File: src/rtl/semaphore_pkg.sv
// semaphore_pkg: state encodings, default dwell times, width helpers
// shared by traffic_semaphore_fsm and semaphore_timer.
package semaphore_pkg;

  localparam logic [3:0] OFF    = 4'b0001;
  localparam logic [3:0] RED    = 4'b0010;
  localparam logic [3:0] YELLOW = 4'b0100;
  localparam logic [3:0] GREEN  = 4'b1000;

  localparam int DEF_RED_CYCLES    = 51;
  localparam int DEF_YELLOW_CYCLES = 11;
  localparam int DEF_GREEN_CYCLES  = 20;

  function automatic int max3(int a, int b, int c);
    int m;
    m = (a > b) ? a : b;
    return (m > c) ? m : c;
  endfunction

  // Counter width; kept at 1 bit when every phase is one cycle.
  function automatic int cnt_w(int m);
    return (m <= 1) ? 1 : $clog2(m);
  endfunction

  // Width able to hold the limit value itself.
  function automatic int lim_w(int m);
    return (m <= 1) ? 1 : $clog2(m + 1);
  endfunction

endpackage

File: src/rtl/semaphore_timer.sv
// semaphore_timer: dwell counter, cleared by clear, else counts up.
// Ports: clk, clear, limit[LW] in; done out (count == limit-1).
module semaphore_timer
  import semaphore_pkg::*;
#(
  parameter int MAX_CYCLES = DEF_RED_CYCLES
) (
  input  logic                         clk,
  input  logic                         clear,
  input  logic [lim_w(MAX_CYCLES)-1:0] limit,
  output logic                         done
);

  localparam int CW = cnt_w(MAX_CYCLES);
  localparam int LW = lim_w(MAX_CYCLES);

  logic [CW-1:0] r_cnt;

  // No wrap guard: the owner always clears on done.
  always_ff @(posedge clk) begin
    if (clear) r_cnt <= '0;
    else       r_cnt <= r_cnt + 1'b1;
  end

  assign done = (LW'(r_cnt) == (limit - 1'b1));

endmodule

File: src/rtl/traffic_semaphore_fsm.sv
// traffic_semaphore_fsm: RED->YELLOW->GREEN cycler, dark when !enable.
// Ports: clk, rst, enable in; red, yellow, green, state_out[4] out.
module traffic_semaphore_fsm
  import semaphore_pkg::*;
#(
  parameter int RED_CYCLES    = DEF_RED_CYCLES,
  parameter int YELLOW_CYCLES = DEF_YELLOW_CYCLES,
  parameter int GREEN_CYCLES  = DEF_GREEN_CYCLES
) (
  input  logic       clk,
  input  logic       rst,
  input  logic       enable,
  output logic       red,
  output logic       yellow,
  output logic       green,
  output logic [3:0] state_out
);

  localparam int MAXC =
    max3(RED_CYCLES, YELLOW_CYCLES, GREEN_CYCLES);
  localparam int LW = lim_w(MAXC);

  logic [3:0]    r_state;
  logic [3:0]    w_next;
  logic [LW-1:0] w_limit;
  logic          w_done;
  logic          w_clear;

  always_ff @(posedge clk) begin
    if (rst) r_state <= OFF;
    else     r_state <= w_next;
  end

  always_comb begin
    w_next = OFF;
    if (enable) begin
      case (r_state)
        OFF:     w_next = RED;
        RED:     w_next = w_done ? YELLOW : RED;
        YELLOW:  w_next = w_done ? GREEN : YELLOW;
        GREEN:   w_next = w_done ? RED : GREEN;
        default: w_next = OFF;
      endcase
    end
  end

  always_comb begin
    red    = 1'b0;
    yellow = 1'b0;
    green  = 1'b0;
    case (r_state)
      RED:     red    = 1'b1;
      YELLOW:  yellow = 1'b1;
      GREEN:   green  = 1'b1;
      default: ;
    endcase
  end

  always_comb begin
    w_limit = LW'(1);
    case (r_state)
      RED:     w_limit = LW'(RED_CYCLES);
      YELLOW:  w_limit = LW'(YELLOW_CYCLES);
      GREEN:   w_limit = LW'(GREEN_CYCLES);
      default: ;
    endcase
  end

  // Any state change (or reset) restarts the dwell count.
  assign w_clear = rst | (w_next != r_state);

  semaphore_timer #(
    .MAX_CYCLES(MAXC)
  ) u_timer (
    .clk  (clk),
    .clear(w_clear),
    .limit(w_limit),
    .done (w_done)
  );

  assign state_out = r_state;

endmodule

File: config.mk
export PLATFORM = sky130hd
export DESIGN_NAME = traffic_semaphore_fsm
export DESIGN_NICKNAME = d
export VERILOG_FILES = /design/src/rtl/semaphore_pkg.sv /design/src/rtl/semaphore_timer.sv /design/src/rtl/traffic_semaphore_fsm.sv
export SDC_FILE = /design/constraint.sdc
export NUM_CORES = 1
export LEC_CHECK = 0
export ABC_CLOCK_PERIOD_IN_PS = 4500
export BUFFER_PORTS_ARGS = -buffer_cell sky130_fd_sc_hd__buf_4
export CAP_MARGIN = 20
export CORE_AREA = 10 10 47 49
export DETAILED_ROUTE_END_ITERATION = 7
export DIE_AREA = 0 0 57 59
export GPL_ROUTABILITY_DRIVEN = 0
export PLACE_DENSITY = 0.68
export SLEW_MARGIN = 20
export SYNTH_ARGS = -nofsm -noshare
export SYNTH_HDL_FRONTEND = slang
export SYNTH_SLANG_ARGS = --single-unit
File: constraint.sdc
create_clock -name clk -period 4.5 [get_ports clk]
set_input_delay 0 -clock clk [delete_from_list [all_inputs] [get_ports clk]]
set_output_delay 0 -clock clk [all_outputs]
set_load 0.1 [all_outputs]
; ---- Yosys cells after proc, flatten, opt, wreduce, memory -nomap -nowiden
; Cells that the tools add are included.
[op_classes]
eq_ne = 6
bitwise_logic = 1
div = 0
addsub = 2
n_mux = 9
multipliers = 0
n_reduce_logical = 0
n_shift = 0
magnitude_cmp = 0
[ops]
columns = operator, n
row1 = case mux 6 bit (3 select lines), 1
row2 = case mux 4 bit (4 select lines), 1
row3 = two-way mux 4 bit, 3
row4 = adder 6 x 1 -> 6 bit (second input constant), 1
row5 = equality test 6 bit, 1
row6 = subtractor 6 x 1 -> 6 bit (second input constant), 1
row7 = equality test 4 x 1 -> 1 bit (second input constant), 1
row8 = equality test 4 x 2 -> 1 bit (second input constant), 1
row9 = equality test 4 x 3 -> 1 bit (second input constant), 1
row10 = equality test 4 bit (second input constant), 1
row11 = != test 4 bit, 1
row12 = two-way mux 1 bit, 3
row13 = two-way mux 3 bit, 1
row14 = OR 1 bit, 1
[word_totals]
register_bits = 10
rom_bits = 0
output_inout_bits = 7
ramBits = 0
latch_bits = 0
word_cells = 20
n_memories = 0
input_bits = 3

; ---- Longest topological paths before layout
[depth]
depth_word = 9
ltp_mapped = 6

; ---- Modules after synthesis
; Synthesis repeated with hierarchy kept, for this count alone.
[hier_totals]
cells_unflattened = 101
hier_area_um2 = 820.8
[by_module_without_submodules]
columns = module, cells_each, area_per_inst_um2, instances
row1 = traffic_semaphore_fsm, 57, 442.9, 1
row2 = semaphore_timer, 44, 377.9, 1

; ---- Worst setup path after synthesis
; OpenSTA, ideal clock, no wires.
[synth_path]
kind = register to register
from = reg r_state[2], in the netlist state_out[2]
to = reg r_state[1], in the netlist state_out[1]
path_stages_with_launch = 7
setup_time_ns = 0.120
arrival_ns = 3.907
period_less_slack_ns = 4.027
required_ns = 4.380
setup_slack_ns = 0.473
cell_sequence = dfxtp_1 -> buf_2 -> nor4b_2 -> nand2b_1 -> nand4b_1 -> o211a_1 -> o31a_1
[synth_via]
elab_chain_len = 7
[synth_lines]
columns = item, line
row1 = start: declaration, traffic_semaphore_fsm.sv:23  ; logic [3:0] r_state;
row2 = start signal: assignment, traffic_semaphore_fsm.sv:31  ; else r_state <= w_next;
row3 = equality test 4 bit (tied with other cells), "traffic_semaphore_fsm.sv:37, traffic_semaphore_fsm.sv:61"
row4 = case mux 6 bit (3 select lines), traffic_semaphore_fsm.sv:61  ; case (r_state)
row5 = subtractor 6 x 1 -> 6 bit, semaphore_timer.sv:25  ; assign done = (LW'(r_cnt) == (limit - 1'b1));
row6 = equality test 6 bit, semaphore_timer.sv:25
row7 = two-way mux 4 bit / two-way mux 3 bit (equally long branches), "traffic_semaphore_fsm.sv:41, traffic_semaphore_fsm.sv:39"
row8 = case mux 4 bit (4 select lines) *, traffic_semaphore_fsm.sv:37  ; case (r_state)
row9 = two-way mux 4 bit *, traffic_semaphore_fsm.sv:36  ; if (enable) begin
; Mark *: on every way between the ends. The rest lies on a longest branch, timed or not.
; A chain may end at the register's enable or synchronous reset.

; ---- Worst setup path after layout
[layout_path]
from = reg r_state[1], in the netlist state_out[1]
to = reg u_timer.r_cnt[5]
[layout_via]
elab_chain_len = 9
[layout_lines]
columns = item, line
row1 = equality test 4 bit (tied with other cells), "traffic_semaphore_fsm.sv:37, traffic_semaphore_fsm.sv:61"
row2 = case mux 6 bit (3 select lines), traffic_semaphore_fsm.sv:61
row3 = subtractor 6 x 1 -> 6 bit, semaphore_timer.sv:25
row4 = equality test 6 bit, semaphore_timer.sv:25
row5 = two-way mux 4 bit (tied with other cells), traffic_semaphore_fsm.sv:41  ; GREEN: w_next = w_done ? RED : GREEN;
row6 = case mux 4 bit (4 select lines), traffic_semaphore_fsm.sv:37
row7 = two-way mux 4 bit, traffic_semaphore_fsm.sv:36
row8 = != test 4 bit *, traffic_semaphore_fsm.sv:70  ; assign w_clear = rst | (w_next != r_state);
row9 = OR 1 bit *, traffic_semaphore_fsm.sv:70
row10 = end signal: assignment, semaphore_timer.sv:22  ; else r_cnt <= r_cnt + 1'b1;
row11 = end: declaration, semaphore_timer.sv:17  ; logic [CW-1:0] r_cnt;
; Marked as above.

==> results.md <==
* Worst slew pin tran at 0.480 ns
* Syn_nets at 75
* Via count at 565
* GRT Overall Usage at under 10%
* Post-route clock period utilization at between 40% and 50%
* Routed wire length at ~1.3 mm
* Number of pins exceeding their max-slew limit in the final report at 0
* Critical path launch point: state_out[1]
* Origin of the critical flop-to-flop path: state_out[1]
* Residual DRC count at 0
* Hold path startpoint: enable
* End of the worst register-to-register path: u_timer.r_cnt[5]
* DR WL/cell at between 10 and 15 µm
* Nets at between 80 and 90
* Post-synthesis cell type count at 31
* CTS tree: yes
* Maximum level of the CTS H-tree at 1
* Count of nets left with antenna violations after detail routing at 0
* HPWL reported at the end of detailed placement at around 1000 µm
* Number of buffers on the longest clock path at 2
* Number of max-cap violations at 0
* Post-CTS Setup Inserts at 0
* Initial antenna violation count at 0
* Required time at the endpoint of the critical path at ~4.6 ns
* Final setup vio count at 0
* Floorplan die height at 59 µm
* Endpoints failing hold at 0
* Max FO, Critical Path at 13
* Count of flip-flops with a built-in enable after synthesis at 0
* Area share of the leading cell type in the synthesized netlist at 31.6%
* Power per unit of standard cell area at about 260 nW/µm²
* Number of hold buffers added after CTS at 1
* Cells taking the most area after synthesis: sky130_fd_sc_hd__dfxtp_1 (32%), sky130_fd_sc_hd__nor4b_2 (7.1%), sky130_fd_sc_hd__xor2_1 (5.5%)
* Floorplan die width at about 57 µm
* Wire length of the first global-routing pass at roughly 2.4 mm
* Crit path DAT at 2.21 ns
* Syn Area/Cell at 8.92 µm²
* Leading cell type in the layout, fill and taps excluded: sky130_fd_sc_hd__dfxtp_1
* Setup total negative slack at 0 ns
* Setup Skew at between 0.001 and 0.0015 ns
* Layout area overhead at 15.4%
* Share of flip-flops with an asynchronous set or reset at 0%
* Num rows at 14
* Vias in the first global route at 532
* Worst slew slack as a fraction of its limit at 67.1%
* Core area at 1400 µm²
* Total die area at ~3400 µm²
* Worst R2R Setup Slack at approximately 2.4 ns
* Crit start category: flop
* Total gr overflow at 0
* Design area at 731 µm²
* Post-synthesis sequential area ratio at roughly a third
* Flip-flop and latch count after synthesis at 10
* Top_reg_cell synth: sky130_fd_sc_hd__dfxtp_1
* Clock Tree Root: sky130_fd_sc_hd__clkbuf_4
* Initial core utilization at a little under half
* Sink of the worst hold path: state_out[0]
* # clock sinks at 10
* Path depth of the worst reg2reg path at 5
* Most used cells in the layout excluding fill and tap cells: sky130_fd_sc_hd__dfxtp_1 (10), sky130_fd_sc_hd__buf_4 (9), sky130_fd_sc_hd__nor4_1 (5), sky130_fd_sc_hd__xor2_1 (4)
* Share of final-layout standard cells stronger than drive strength 1 at around 20%
* Post-detailed-placement cell area at roughly 700 µm²
* Iter 0 DRT Violations at 17
* IO Port Bufs at 9
* IO Pins at 10
* ANT cells at 0
* Largest net degree at the start of global routing at 16
* Via density per instance at about 5.9
* Worst hold path cell count at 3
* Post-synth top area cell: sky130_fd_sc_hd__dfxtp_1
* Max frequency at approximately 480 MHz
* Worst setup EP type: flop
* Run status: complete, no violations
* RSZ-0062 raised after global routing: no
* Number of buffers inserted during clock tree synthesis at 3
* Peak supply drop at 0.147 mV
* Hold/Removal Path Class: in -> reg
* First-pass iteration count of the detailed router at 4
* Count of warnings emitted by yosys at 0
* Quantity of gates resized following cts at 0
* Start-to-end type of the worst setup path: reg -> reg
* Gate count after technology mapping at between 70 and 80
* Clock-pin slew of the registers on the worst-case setup and hold paths at about 0.06 ns
* Clk Latency, worst-skew pair at around 0.27 ns
* Leakage at just under 0.3 nW
* Minimum period implied by the final worst setup slack at approximately 2.1 ns
* Total standard cell area after synthesis at 633 µm²
## cell usage after synthesis, drive strengths merged (3+ instances only)
master / instances
and3: 3
buf: 4
dfxtp: 10
inv: 3
mux2i: 3
nand2: 3
nand3: 3
nor2: 3
nor3b: 3
nor4: 5
nor4b: 6
o21ai: 3
xor2: 4
## cell families after synthesis
logic type | Yosys count | share of synthesized area (%)
AND/OR/NAND/NOR | 34 | 37.4
AO/OA/AOI/OAI | 10 | 10.7
flip-flops | 10 | 31.6
buffers and inverters | 7 | 5.34
XOR/XNOR | 6 | 8.30
multiplexers | 3 | 4.74
adder cells (fa/ha/maj) | 1 | 1.98
## critical path: stages, from the launching register on
cell and delay (ns):
sky130_fd_sc_hd__dfxtp_1 0.43, sky130_fd_sc_hd__or3_1 0.44, sky130_fd_sc_hd__and3_1 0.22, sky130_fd_sc_hd__o32a_1 0.35, sky130_fd_sc_hd__nor3_2 0.40, sky130_fd_sc_hd__nor4_1 0.10
## worst max-delay path by stage
stage / endpoint / cells after the start / slack, ns
2_1_floorplan: state_out[1] / 6 / 0.47
3_3_place_gp: u_timer.r_cnt[5] / 5 / 2.50
3_5_place_dp: u_timer.r_cnt[2] / 5 / 2.46
4_1_cts: u_timer.r_cnt[2] / 5 / 2.45
5_1_grt: u_timer.r_cnt[5] / 5 / 2.21
6_report: u_timer.r_cnt[5] / 5 / 2.43
## cell type report
cell class / instances / area (µm²)
clock buffer: 3 / 22.5
inverter: 3 / 11.3
sequential: 10 / 200
tap: 16 / 20.0
multi-input combinational: 54 / 399
fill: 142 / 671
timing repair buffer: 10 / 77.6
## where the power goes
| part | total [mW] | switching, mW | internal (mW) | leakage, nW |
|---|---|---|---|---|
| Sequential | 0.0953 | 0.00489 | 0.0905 | 0.0811 |
| Clock | 0.0615 | 0.0306 | 0.0309 | 0.0138 |
| Combinational | 0.0339 | 0.0226 | 0.0113 | 0.201 |
## stage by stage
| step | cells | worst slack [ns] | power [mW] | hold WS, ns | utilization, % |
|---|---|---|---|---|---|
| after floorplan | 71 | 0.473 | 0.123 | 0.0762 | - |
| final | 96 | 2.43 | 0.191 | 0.131 | 52.1 |
| after global placement | 92 | 2.50 | 0.130 | 0.226 | 49.8 |
| after detailed placement | 92 | 2.46 | 0.131 | 0.234 | 49.8 |
| after global routing | 96 | 2.21 | 0.199 | 0.168 | 52.1 |
| after CTS | 96 | 2.45 | 0.192 | 0.136 | 52.1 |
## state kept, by name, indices dropped and copies added (netlist names)
signal	cells
u_timer.r_cnt	6
state_out	4
## metal layers
metal	GRT usage (%)	up-vias	share of wire (%)
met5	0	-	0
met4	5.03	0	2.7
met3	3.65	5	7.0
met2	12.2	10	45
met1	10.5	268	46
li1	-	282	-
(Power assumes the default switching activity.)
